===== src/rtl/level_banner_ctrl_pkg.sv =====
// Shared text/HUD definitions: banner state
// encoding, default frame constants, level clamp.
package level_banner_ctrl_pkg;

  typedef enum logic [1:0] {
    ST_IDLE  = 2'd0,
    ST_SHOW  = 2'd1,
    ST_BLINK = 2'd2,
    ST_DONE  = 2'd3
  } banner_state_e;

  localparam int DEF_SHOW_FRAMES  = 120;
  localparam int DEF_BLINK_FRAMES = 60;
  localparam int DEF_BLINK_PERIOD = 8;

  localparam logic [3:0] LVL_MIN = 4'd1;
  localparam logic [3:0] LVL_MAX = 4'd9;

  function automatic logic [3:0] clamp_level(
    input logic [3:0] l
  );
    if (l == 4'd0)
      return LVL_MIN;
    else if (l > LVL_MAX)
      return LVL_MAX;
    else
      return l;
  endfunction

endpackage


===== src/rtl/level_banner_ctrl_edge_detect_rise.sv =====
// Rising-edge detector: registered history,
// pulse while input high and history low.
module edge_detect_rise (
  input  logic clk,
  input  logic rst,
  input  logic d,
  output logic pulse
);

  logic prev;

  // remember last cycle's input
  always_ff @(posedge clk) begin
    if (rst)
      prev <= 1'b0;
    else
      prev <= d;
  end

  assign pulse = d & ~prev;

endmodule


===== src/rtl/level_banner_ctrl.sv =====
// Level banner sequencer: steady show, blink
// phase, one-cycle done; frame tick from vsync.
module level_banner_ctrl
  import level_banner_ctrl_pkg::*;
#(
  parameter int SHOW_FRAMES  = DEF_SHOW_FRAMES,
  parameter int BLINK_FRAMES = DEF_BLINK_FRAMES,
  parameter int BLINK_PERIOD = DEF_BLINK_PERIOD
) (
  input  logic       pclk,
  input  logic       rst,
  input  logic       vsync_in,
  input  logic       level_req,
  input  logic [3:0] level_in,
  input  logic       abort,
  output logic [3:0] level_out,
  output logic       banner_en,
  output logic       busy,
  output logic       done
);

  localparam int MAXP =
    (SHOW_FRAMES > BLINK_FRAMES)
      ? ((SHOW_FRAMES > BLINK_PERIOD)
          ? SHOW_FRAMES : BLINK_PERIOD)
      : ((BLINK_FRAMES > BLINK_PERIOD)
          ? BLINK_FRAMES : BLINK_PERIOD);
  localparam int CW = $clog2(MAXP) + 1;

  localparam logic [CW-1:0] SHOW_LAST =
    CW'(SHOW_FRAMES - 1);
  localparam logic [CW-1:0] BLINK_LAST =
    CW'(BLINK_FRAMES - 1);
  localparam logic [CW-1:0] PER_LAST =
    CW'(BLINK_PERIOD - 1);

  banner_state_e   state, state_n;
  logic [CW-1:0]   frame_cnt, frame_n;
  logic [CW-1:0]   blink_cnt, blink_n;
  logic [3:0]      lvl_n;
  logic            ban_n, busy_n, done_n;
  logic            tick;

  edge_detect_rise u_vs_edge (
    .clk   (pclk),
    .rst   (rst),
    .d     (vsync_in),
    .pulse (tick)
  );

  // state, counters and registered outputs
  always_ff @(posedge pclk) begin
    if (rst) begin
      state     <= ST_IDLE;
      frame_cnt <= '0;
      blink_cnt <= '0;
      level_out <= LVL_MIN;
      banner_en <= 1'b0;
      busy      <= 1'b0;
      done      <= 1'b0;
    end else begin
      state     <= state_n;
      frame_cnt <= frame_n;
      blink_cnt <= blink_n;
      level_out <= lvl_n;
      banner_en <= ban_n;
      busy      <= busy_n;
      done      <= done_n;
    end
  end

  // next state and next output values
  always_comb begin
    state_n = state;
    frame_n = frame_cnt;
    blink_n = blink_cnt;
    lvl_n   = level_out;
    ban_n   = banner_en;
    busy_n  = busy;
    done_n  = 1'b0;
    unique case (state)
      ST_IDLE: begin
        if (level_req && !abort) begin
          state_n = ST_SHOW;
          lvl_n   = clamp_level(level_in);
          frame_n = '0;
          blink_n = '0;
          ban_n   = 1'b1;
          busy_n  = 1'b1;
        end
      end
      ST_SHOW: begin
        if (abort) begin
          state_n = ST_IDLE;
          frame_n = '0;
          blink_n = '0;
          ban_n   = 1'b0;
          busy_n  = 1'b0;
        end else if (tick) begin
          if (frame_cnt == SHOW_LAST) begin
            state_n = ST_BLINK;
            frame_n = '0;
            blink_n = '0;
            ban_n   = 1'b1;
          end else begin
            frame_n = frame_cnt + 1'b1;
          end
        end
      end
      ST_BLINK: begin
        if (abort) begin
          state_n = ST_IDLE;
          frame_n = '0;
          blink_n = '0;
          ban_n   = 1'b0;
          busy_n  = 1'b0;
        end else if (tick) begin
          frame_n = frame_cnt + 1'b1;
          if (blink_cnt == PER_LAST) begin
            ban_n   = ~banner_en;
            blink_n = '0;
          end else begin
            blink_n = blink_cnt + 1'b1;
          end
          if (frame_cnt == BLINK_LAST) begin
            state_n = ST_DONE;
            frame_n = '0;
            blink_n = '0;
            ban_n   = 1'b0;
            busy_n  = 1'b0;
            done_n  = 1'b1;
          end
        end
      end
      ST_DONE: begin
        state_n = ST_IDLE;
        ban_n   = 1'b0;
        busy_n  = 1'b0;
      end
      default: begin
        state_n = ST_IDLE;
      end
    endcase
  end

endmodule


===== config.mk =====
export PLATFORM = sky130hd
export DESIGN_NAME = level_banner_ctrl
export DESIGN_NICKNAME = d
export VERILOG_FILES = /design/src/rtl/level_banner_ctrl_pkg.sv /design/src/rtl/level_banner_ctrl_edge_detect_rise.sv /design/src/rtl/level_banner_ctrl.sv
export SDC_FILE = /design/constraint.sdc
export NUM_CORES = 1
export LEC_CHECK = 0
export BUFFER_PORTS_ARGS = -buffer_cell sky130_fd_sc_hd__buf_2
export CAP_MARGIN = 20
export CELL_PAD_IN_SITES_DETAIL_PLACEMENT = 0
export CELL_PAD_IN_SITES_GLOBAL_PLACEMENT = 1
export CORE_ASPECT_RATIO = 1.25
export CORE_MARGIN = 10
export CORE_UTILIZATION = 40
export CTS_CLUSTER_SIZE = 40
export DETAILED_ROUTE_END_ITERATION = 6
export PLACE_DENSITY_LB_ADDON = 0.1
export SYNTH_ARGS = -nofsm -noshare
export SYNTH_HDL_FRONTEND = slang
export SYNTH_SLANG_ARGS = --single-unit

===== constraint.sdc =====
create_clock -name pclk -period 2.4 [get_ports pclk]
set_input_delay 0.24 -clock pclk [delete_from_list [all_inputs] [get_ports pclk]]
set_output_delay 0.24 -clock pclk [all_outputs]
set_load 0.01 [all_outputs]

==> flow_summary_export.csv <==
group,metric,value,unit
run_status,status,"finished clean",
cts,cts_tree,"done",
synth,synth_fa_ha_area_share,6.29,%
drt,drt_wl_total,3070,um
die,die_h,85.9,um
placed_design,placedCellCount,209,
sta,slew_violations,0,
setup_path,worstPathRequired,2610,ps
power_and_ir_drop,power_switching_share,27.1,%
placed_design,portBuffers,15,
placed_design,dpl_worst_slack,217,ps
setup_path,critPathCaptureType,"flop",
synth,synth_top_family_by_area,"simple AND/OR/NAND/NOR gates",
synth,yosys.area.top_type,"dfxtp_1",
sta,grt_setup_unrepaired,"no",
sta,timing.hold.ws,190,ps
die,ios,16,
die,die_x,72.8,um
synth,syn_nets,174,
cells_and_area,post_layout_nonfiller_instances,213,
drt,route.vias.total,1180,
sta,min_period,2210,ps
synth,ys_seq_area_share,37.4,%
cells_and_area,nNetsFinal,193,
synth,synth_top_cell_area_share,37.4,%
sta,finalCritPeriodShare,91.9,%
synth,netlist_instances,158,
global_routing,grt_pass1_wl,5300,um
cts,clock_sinks,26,
synth,synth_commonest_cells,"dfxtp_1 (26), nor2_1 (21), xor2_1 (11)",
global_routing,grt_pass1_vias,1154,
placed_design,hpwl,2410,um
sta,final.setup.worst_slack,193,ps
die,die_area,6250,sq um
synth,syn_area,1390,sq um
die,initial_utilization,42.4,%
cells_and_area,antennaDiodeCount,0,
cts,cts-resized-gates,0,
sta,fmax,0.453,GHz
setup_path,worstPathMaxFanout,8,
cts,h-tree-depth,1,
sta,setup_viol_count_final,0,
drt,dr.pass1.iters,4,
die,rows,23,
synth,synth_area_leaders,"dfxtp_1 (37%), xor2_1 (6.9%), ha_1 (6.3%), nor2_1 (5.7%), a21oi_1 (3.6%)",
cts,cts.hold.buffers_added,0,
synth,async_flop_share,0,%
power_and_ir_drop,p_int,758,uW
placed_design,routabilityCongestion,0.770,
power_and_ir_drop,finalPower,1040,uW
power_and_ir_drop,p_switching,283,uW
drt,viasPerCell,5.54,
drt,wire_per_inst,14.4,um
sta,slew_headroom,66.0,%
setup_path,arrival,2420,ps
synth,synth_xor_area_share,7.55,%
power_and_ir_drop,powerDensity,658,nW/um^2
drt,dr.first_iter.drc_count,39,
sta,tns,0,ps
cts,cts_made_buffers,3,
synth,synth.distinct_cells,39,
synth,synth_edf_count,0,
setup_path,setup.worst_path.class,"flop to flop",
cells_and_area,fillCellCount,322,
synth,yosysMostFrequentCell,"dfxtp_1",
cts,clk_pin_slew_worst_paths,90,ps
cts,cts_setup_buffers,0,
cts,root_buffer,"clkbuf_8",
synth,yosys_warnings,0,
flow_run,maxCapViolCount,0,
cts,cts_max_path_buffers,2,
sta,worst_slew_pin_slew,507,ps
cells_and_area,drive_above_1_share,15.3,%
global_routing,grt.total_usage,10.2,%
global_routing,antenna_found_initial,0,
drt,drc,0,
drt,detail-route-antenna-nets,0,
power_and_ir_drop,combPwrFrac,20.3,%
cells_and_area,synthToLayoutAreaGrowth,13.8,%
synth,synth-seq-cells,26,
synth,syn_avg_cell_area,8.81,sq um
synth,synthSimpleGateAreaFrac,30.9,%
die,core_area,3280,sq um
power_and_ir_drop,p_leak,0.000628,uW
global_routing,grt_start_max_net_pins,16,
sta,fin_worst_skew,3.27,ps
synth,synth_mux_area_share,1.44,%
setup_path,ff2ff_setup_slack,190,ps
min_path,hp-class,"primary input to flop",
power_and_ir_drop,seqPwrFrac,44.7,%
global_routing,grt_overflow_total,0,
sta,hold_violations,0,
cts,clock_latency,270,ps
power_and_ir_drop,pwr-share-clk,35.0,%
setup_path,cp-start-kind,"flop",
power_and_ir_drop,ir_worst_vdd,370,uV
synth,synthFlopType,"dfxtp_1",
synth,synth-compound-area-share,14.7,%
metrics by stage:
stage          cell area (sq um)  util, %
3_3_place_gp                1510     46.1
4_1_cts                     1580     48.2
2_1_floorplan               1390        -
6_report                    1580     48.2
3_5_place_dp                1510     46.1
5_1_grt                     1580     48.2
final cells by class:
class                   count  area, sq um  area share, %
clock inverters             1         30.0           1.90
repair buffers             16         82.6           5.22
inverters                   4         15.0          0.949
well taps                  37         46.3           2.92
multi-input cells         126          847           53.5
clock buffers               3         41.3           2.61
flip-flops and latches     26          520           32.9
cell usage in the layout (no fill, tap or decap), types with 2 or more instances in the layout:
cell,n
dfxtp_1,26
nor2_1,21
buf_2,15
xor2_1,11
nand2_1,10
a21oi_1,10
nand3_1,8
nand4_1,8
nand2b_1,7
ha_1,7
inv_1,4
nor2b_1,4
and3_1,4
nand3b_1,3
nor3b_1,3
nor3_1,3
clkbuf_8,3
nand4b_1,2
mux2i_1,2
or4_1,2
nor4_1,2
o21ai_0,2
cells by family (layout without fill, tap and decap cells):
| logic type | Yosys count | in the layout |
|---|---|---|
| XOR/XNOR | 12 | 12 |
| AO/OA/AOI/OAI | 25 | 25 |
| AND/OR/NAND/NOR | 80 | 80 |
| multiplexers | 2 | 2 |
| buffers and inverters | 6 | 24 |
| flip-flops | 26 | 26 |
| adder cells (fa/ha/maj) | 7 | 7 |
flip-flops by register name, indices dropped and copies added (netlist names):
| signal | flops |
|---|---|
| blink_cnt | 8 |
| state | 2 |
| frame_cnt | 8 |
| busy | 1 |
| level_out | 4 |
| done | 1 |
| banner_en | 1 |
| u_vs_edge.prev | 1 |
critical path: stages (launching register included):
cell      delay (ps)
dfxtp_1          370
inv_1            100
ha_1             260
o21ba_4          250
a221oi_4         460
nand2_2          140
or4_1            420
a21oi_1          140
routing by layer:
layer	vias to the layer above	routed length (um)	GRT usage (%)	part of all wire, %
li1	599	-	-	-
met1	552	1400	12.0	46
met2	20	1480	16.9	48
met3	9	99	2.42	3.2
met4	0	92	4.50	3.0
met5	-	0	0	0
path summary, 6_finish.rpt:
kind / from / cells after the start / end
setup reg to reg: state[0]$_SDFFE_PP0P_ / 7 / blink_cnt[2]$_SDFFE_PP0P_
setup / recovery: state[0]$_SDFFE_PP0P_ / 7 / blink_cnt[2]$_SDFFE_PP0P_
hold reg to reg: blink_cnt[1]$_SDFFE_PP0P_ / 2 / blink_cnt[1]$_SDFFE_PP0P_
hold / removal: vsync_in / 2 / u_vs_edge.prev$_SDFF_PP0_
power groups by stage:
stage	Combinational [uW]	Clock, uW	Sequential [uW]
6_report	211	365	465
5_1_grt	235	390	469
4_1_cts	214	372	465
3_5_place_dp	213	0	475
3_3_place_gp	211	0	474
2_1_floorplan	148	0	478
No activity file was read; power rests on OpenSTA's default activity.
